--- src/rtl/sp_ram_arbiter.sv ---
// Two-master round-robin front-end for a single-port synchronous RAM.
// Decodes the RAM window, steers read data back to the granted master, flags out-of-window accesses.
module sp_ram_arbiter #(
  parameter int unsigned RAM_SIZE   = 32768,
  parameter int unsigned ADDR_WIDTH = $clog2(RAM_SIZE),
  parameter int unsigned DATA_WIDTH = 32,
  parameter logic [31:0] BASE_ADDR  = 32'h0010_0000
) (
  input  logic                  clk,
  input  logic                  rstn_i,

  input  logic                  m0_req_i,
  output logic                  m0_gnt_o,
  input  logic [31:0]           m0_addr_i,
  input  logic                  m0_we_i,
  input  logic [3:0]            m0_be_i,
  input  logic [DATA_WIDTH-1:0] m0_wdata_i,
  output logic                  m0_rvalid_o,
  output logic [DATA_WIDTH-1:0] m0_rdata_o,
  output logic                  m0_err_o,

  input  logic                  m1_req_i,
  output logic                  m1_gnt_o,
  input  logic [31:0]           m1_addr_i,
  input  logic                  m1_we_i,
  input  logic [3:0]            m1_be_i,
  input  logic [DATA_WIDTH-1:0] m1_wdata_i,
  output logic                  m1_rvalid_o,
  output logic [DATA_WIDTH-1:0] m1_rdata_o,
  output logic                  m1_err_o,

  output logic                  ram_en_o,
  output logic [ADDR_WIDTH-1:0] ram_addr_o,
  output logic                  ram_we_o,
  output logic [3:0]            ram_be_o,
  output logic [DATA_WIDTH-1:0] ram_wdata_o,
  input  logic [DATA_WIDTH-1:0] ram_rdata_i
);

  // Handshake: a master's request is accepted in the cycle where req and gnt are both high;
  // the address phase completes there. Exactly one rvalid follows on the next cycle, with no
  // backpressure. rdata/err are meaningful only while rvalid is high. A master may hold req
  // after a grant, which is simply a fresh request in the following cycle.

  logic                  prio_q, prio_d;
  logic                  both_req;
  logic                  gnt0, gnt1, any_gnt;

  logic [31:0]           sel_addr;
  logic                  sel_we;
  logic [3:0]            sel_be;
  logic [DATA_WIDTH-1:0] sel_wdata;
  logic                  in_win;
  logic                  ram_en;

  logic [ADDR_WIDTH-1:0] addr_q, addr_d;
  logic [3:0]            be_q, be_d;
  logic [DATA_WIDTH-1:0] wdata_q, wdata_d;

  logic                  rsp_valid_q, rsp_valid_d;
  logic                  rsp_id_q, rsp_id_d;
  logic                  rsp_err_q, rsp_err_d;
  logic                  rsp_rd_q, rsp_rd_d;
  logic [DATA_WIDTH-1:0] rsp_data;

  // prio_q names the master that wins the next conflict; only conflicts rotate it.
  assign both_req = m0_req_i & m1_req_i;
  assign gnt0     = m0_req_i & (~m1_req_i | ~prio_q);
  assign gnt1     = m1_req_i & (~m0_req_i | prio_q);
  assign any_gnt  = gnt0 | gnt1;
  assign prio_d   = both_req ? ~prio_q : prio_q;

  assign m0_gnt_o = gnt0;
  assign m1_gnt_o = gnt1;

  always_comb begin
    sel_addr  = m0_addr_i;
    sel_we    = m0_we_i;
    sel_be    = m0_be_i;
    sel_wdata = m0_wdata_i;
    if (gnt1) begin
      sel_addr  = m1_addr_i;
      sel_we    = m1_we_i;
      sel_be    = m1_be_i;
      sel_wdata = m1_wdata_i;
    end
  end

  assign in_win = (sel_addr[31:ADDR_WIDTH] == BASE_ADDR[31:ADDR_WIDTH]);
  assign ram_en = any_gnt & in_win;

  // Address/data lines keep their last driven value while the RAM is idle to avoid toggling.
  always_comb begin
    addr_d  = addr_q;
    be_d    = be_q;
    wdata_d = wdata_q;
    if (ram_en) begin
      addr_d  = sel_addr[ADDR_WIDTH-1:0];
      be_d    = sel_be;
      wdata_d = sel_wdata;
    end
  end

  assign ram_en_o    = ram_en;
  assign ram_we_o    = ram_en & sel_we;
  assign ram_addr_o  = addr_d;
  assign ram_be_o    = be_d;
  assign ram_wdata_o = wdata_d;

  always_comb begin
    rsp_valid_d = any_gnt;
    rsp_id_d    = gnt1;
    rsp_err_d   = any_gnt & ~in_win;
    rsp_rd_d    = any_gnt & in_win & ~sel_we;
  end

  always_ff @(posedge clk or negedge rstn_i) begin
    if (!rstn_i) begin
      prio_q      <= 1'b0;
      addr_q      <= '0;
      be_q        <= '0;
      wdata_q     <= '0;
      rsp_valid_q <= 1'b0;
      rsp_id_q    <= 1'b0;
      rsp_err_q   <= 1'b0;
      rsp_rd_q    <= 1'b0;
    end else begin
      prio_q      <= prio_d;
      addr_q      <= addr_d;
      be_q        <= be_d;
      wdata_q     <= wdata_d;
      rsp_valid_q <= rsp_valid_d;
      rsp_id_q    <= rsp_id_d;
      rsp_err_q   <= rsp_err_d;
      rsp_rd_q    <= rsp_rd_d;
    end
  end

  // RAM read data is muxed straight through so the response adds no cycle beyond the RAM's own.
  assign rsp_data    = (rsp_valid_q & rsp_rd_q) ? ram_rdata_i : '0;

  assign m0_rvalid_o = rsp_valid_q & ~rsp_id_q;
  assign m1_rvalid_o = rsp_valid_q & rsp_id_q;
  assign m0_err_o    = m0_rvalid_o & rsp_err_q;
  assign m1_err_o    = m1_rvalid_o & rsp_err_q;
  assign m0_rdata_o  = rsp_id_q ? '0 : rsp_data;
  assign m1_rdata_o  = rsp_id_q ? rsp_data : '0;

endmodule
--- config.mk ---
export PLATFORM = sky130hd
export DESIGN_NAME = sp_ram_arbiter
export DESIGN_NICKNAME = d
export VERILOG_FILES = /design/src/rtl/sp_ram_arbiter.sv
export SDC_FILE = /design/constraint.sdc
export NUM_CORES = 1
export LEC_CHECK = 0
export ABC_AREA = 0
export BUFFER_PORTS_ARGS = -buffer_cell sky130_fd_sc_hd__buf_2
export CAP_MARGIN = 30
export CORE_AREA = 2 2 116 118
export CTS_BUF_LIST = sky130_fd_sc_hd__clkbuf_8
export CTS_CLUSTER_SIZE = 20
export DETAILED_ROUTE_END_ITERATION = 16
export DIE_AREA = 0 0 118 120
export HOLD_SLACK_MARGIN = 0.12
export PLACE_DENSITY = 0.67
export SKIP_LAST_GASP = 1
export SLEW_MARGIN = 20
export SYNTH_ARGS = -nofsm -noshare
export SYNTH_HDL_FRONTEND = slang
export SYNTH_SLANG_ARGS = --single-unit
--- constraint.sdc ---
create_clock -name clk -period 5.4 [get_ports clk]
set_input_delay 1.08 -clock clk [delete_from_list [all_inputs] [get_ports clk]]
set_output_delay 1.08 -clock clk [all_outputs]
set_load 0.02 [all_outputs]
==> flow_summary.ini <==
[status]
status = finished clean

[yosys]
avgSynthCellArea_um2 = 12.8
synthXorXnorAreaFrac_pct = 0.249
synth_warnings = 0
syn_nets = 449
synth_simple_gate_area_share_pct = 16.5
synthMuxAreaShare_pct = 38.0
synth-seq-cells = 56
syn_area_mm2 = 0.00351
synth_fa_ha_area_share_pct = 0
synth_top_family_by_area = multiplexers
synth_compound_area_share_pct = 1.10
synth_cells = 275
synth_cell_types = 25
ys_seq_area_share_pct = 39.9

[clock_tree]
root_buffer = clkbuf_8
cts_tree = done
cts_buffers = 5
htree_num_levels = 2
clkTransAtPathRegs_ns = 0.10
cts_hold_buf = 0
cts_buffer_depth = 2
worstSkewPairLatency_ns = 0.31
post-cts-setup-buffers = 0
ctsResizeCount = 0
numClockSinks = 56

[timing]
finClkSkew_ns = 0.00902
slew_violations = 0
fin_setup_tns_ns = 0
fmax_ghz = 0.219
whs_ns = 0.499
setup_viol = 0
min_period_ns = 4.58
max_slew_margin_pct = 44.2
rsz0062_at_grt = no
tightest_slew_ns = 0.837
hold_viol = 0
period_share_pct = 84.7

[worst_setup_path]
setup.worst_path.end_class = output port
crit_fanout = 34
cp_cell_sequence = buf_2, or4b_2, a2111o_1, o22ai_4, buf_12, mux2_2, buf_2
worst_path_dominant_cell_family = compound AO/OA/AOI/OAI gates
r2r_cells = 5
path_depth = 7
crit_slowest_cell = or4b_2
cp.arrival_ns = 3.50
critPathBufInv = 3
criticalPathCategory = in -> out
cpMostUsedCell = buf_2
crit_path_start_kind = primary input
critPathMaxStageDelay_ns = 0.65
worstPathRequired_ns = 4.32

[route]
drc = 0
vias_per_cell = 4.26
ant_nets = 0
routed_wirelength_mm = 10.5
drt_iter0_drc = 96
drtPass1Iterations = 4
wl_per_cell_um = 14.1
via_count = 3176

[hold_path]
hold_path_depth = 1
hold_class = reg -> reg

[die]
core_mm2 = 0.0130
chipWidth_um = 118
die_h_um = 120
rows = 42
pin_count = 297
floorplan.initialDensity_pct = 27.1
die-area_mm2 = 0.0142

[placed_design]
place_congestion = 0.919
port_buffers = 296
hpwl_mm = 8.49

[global_routing]
grt_pass1_vias = 3242
grt_max_degree = 57
grt_pass1_wl_mm = 16.3
gr-total-overflow = 0
grt_use_total_pct = 14.3
antenna_found_initial = 0

[run]
drv_cap = 0

[power_and_ir_drop]
p_per_area_mw_per_mm2 = 169
p_leak_nw = 3.01
ir_worst_vdd_uv = 104

[finish]
layout.nets = 742
area_growth_pct = 48.5
layout-drive-gt1-share_pct = 73.5
antenna_cells = 0
fillers = 1256
[cell usage after synthesis, drive strengths merged]
master  number  area (um^2)
nand2        4         15.0
and2        66          413
nand4        1         6.26
and3         2         12.5
inv          2         7.51
nor4         3         18.8
xnor2        1         8.76
nor2         5         18.8
a2111o       1         11.3
mux2       103         1340
nand3        1         5.00
o22ai        1         20.0
clkbuf      11         41.3
nand2b       1         6.26
or4b         1         10.0
buf          5          100
a21boi       1         7.51
nor3         2         10.0
or2          2         12.5
dfrtp       56         1400
nor4b        1         8.76
nor2b        2         12.5
or4          3         30.0
[sequential cells by signal, summed over array words and instances, names as in the netlist]
signal       count
be_q             4
wdata_q         32
rsp_err_q        1
rsp_valid_q      1
prio_q           1
rsp_id_q         1
rsp_rd_q         1
addr_q          15
[worst paths after layout]
kind                                from          end  slack (ns)
min in group asynchronous         rstn_i  wdata_q[20]        0.91
setup reg to reg                  prio_q      be_q[3]        3.04
hold reg to reg              wdata_q[18]  wdata_q[18]        0.50
hold / removal               wdata_q[18]  wdata_q[18]        0.50
setup / recovery           m0_addr_i[17]  ram_be_o[3]        0.82
max in group asynchronous         rstn_i    addr_q[8]        4.01
[worst register-to-register path, cell delays in order (launching register included)]
cell	delay (ns)
dfrtp_1	0.42
nand2b_1	0.20
a2111o_1	0.48
o22ai_4	0.43
buf_12	0.31
mux2_2	0.41
[metrics by stage]
stage	cell area, um^2	power [mW]	instances	util [%]	setup slack [ns]
floorplan	3510	0.557	275	-	1.26
finish	5220	0.882	745	40.2	0.824
global placement	5130	0.657	737	39.6	0.821
detailed placement	5130	0.663	737	39.6	0.794
CTS	5220	0.904	745	40.2	0.785
global route	5220	0.931	745	40.2	0.717
[area by class of cell]
| class | instances | area (um^2) | area share (%) |
|---|---|---|---|
| Inverter | 2 | 7.51 | 0.144 |
| Multi-Input combinational cell | 201 | 1970 | 37.7 |
| Sequential cell | 56 | 1400 | 26.9 |
| Tap cell | 176 | 220 | 4.22 |
| Clock buffer | 5 | 68.8 | 1.32 |
| Timing Repair Buffer | 302 | 1540 | 29.5 |
| Clock inverter | 3 | 16.3 | 0.312 |
[cells in the final DEF (no fill, tap or decap), types with 2 or more instances in the layout]
master / netlist / final
buf_2: 0 / 296
and2_1: 66 / 66
mux2_2: 56 / 56
dfrtp_1: 56 / 56
mux2_4: 47 / 47
nor2_1: 5 / 5
clkbuf_8: 0 / 5
buf_4: 0 / 5
inv_1: 2 / 4
nor4_1: 3 / 3
nand2_1: 4 / 3
or2_2: 2 / 2
or4_4: 2 / 2
nor3_1: 2 / 2
and3_1: 2 / 2
nor2b_1: 2 / 2
[report_power, final]
group / internal [mW] / switching, mW
combinational: 0.124 / 0.0952
sequential: 0.425 / 0.00598
clock: 0.0896 / 0.141
total: 0.639 / 0.242
[logic make-up (layout without fill, tap and decap cells)]
family,after synthesis,in the layout
mux,103,103
simple gates,94,94
flops,56,56
buf+inv,18,312
compound gates,3,3
xor+xnor,1,1
[per-layer routing]
metal | vias to the layer above | track usage [%] | wire length (um)
li1 | 1531 | - | -
met3 | 12 | 3.66 | 745
met4 | 0 | 4.37 | 165
met5 | - | 0 | 0
met1 | 1476 | 17.2 | 4290
met2 | 157 | 25.0 | 5320
Power figures use the tool's default switching activity.
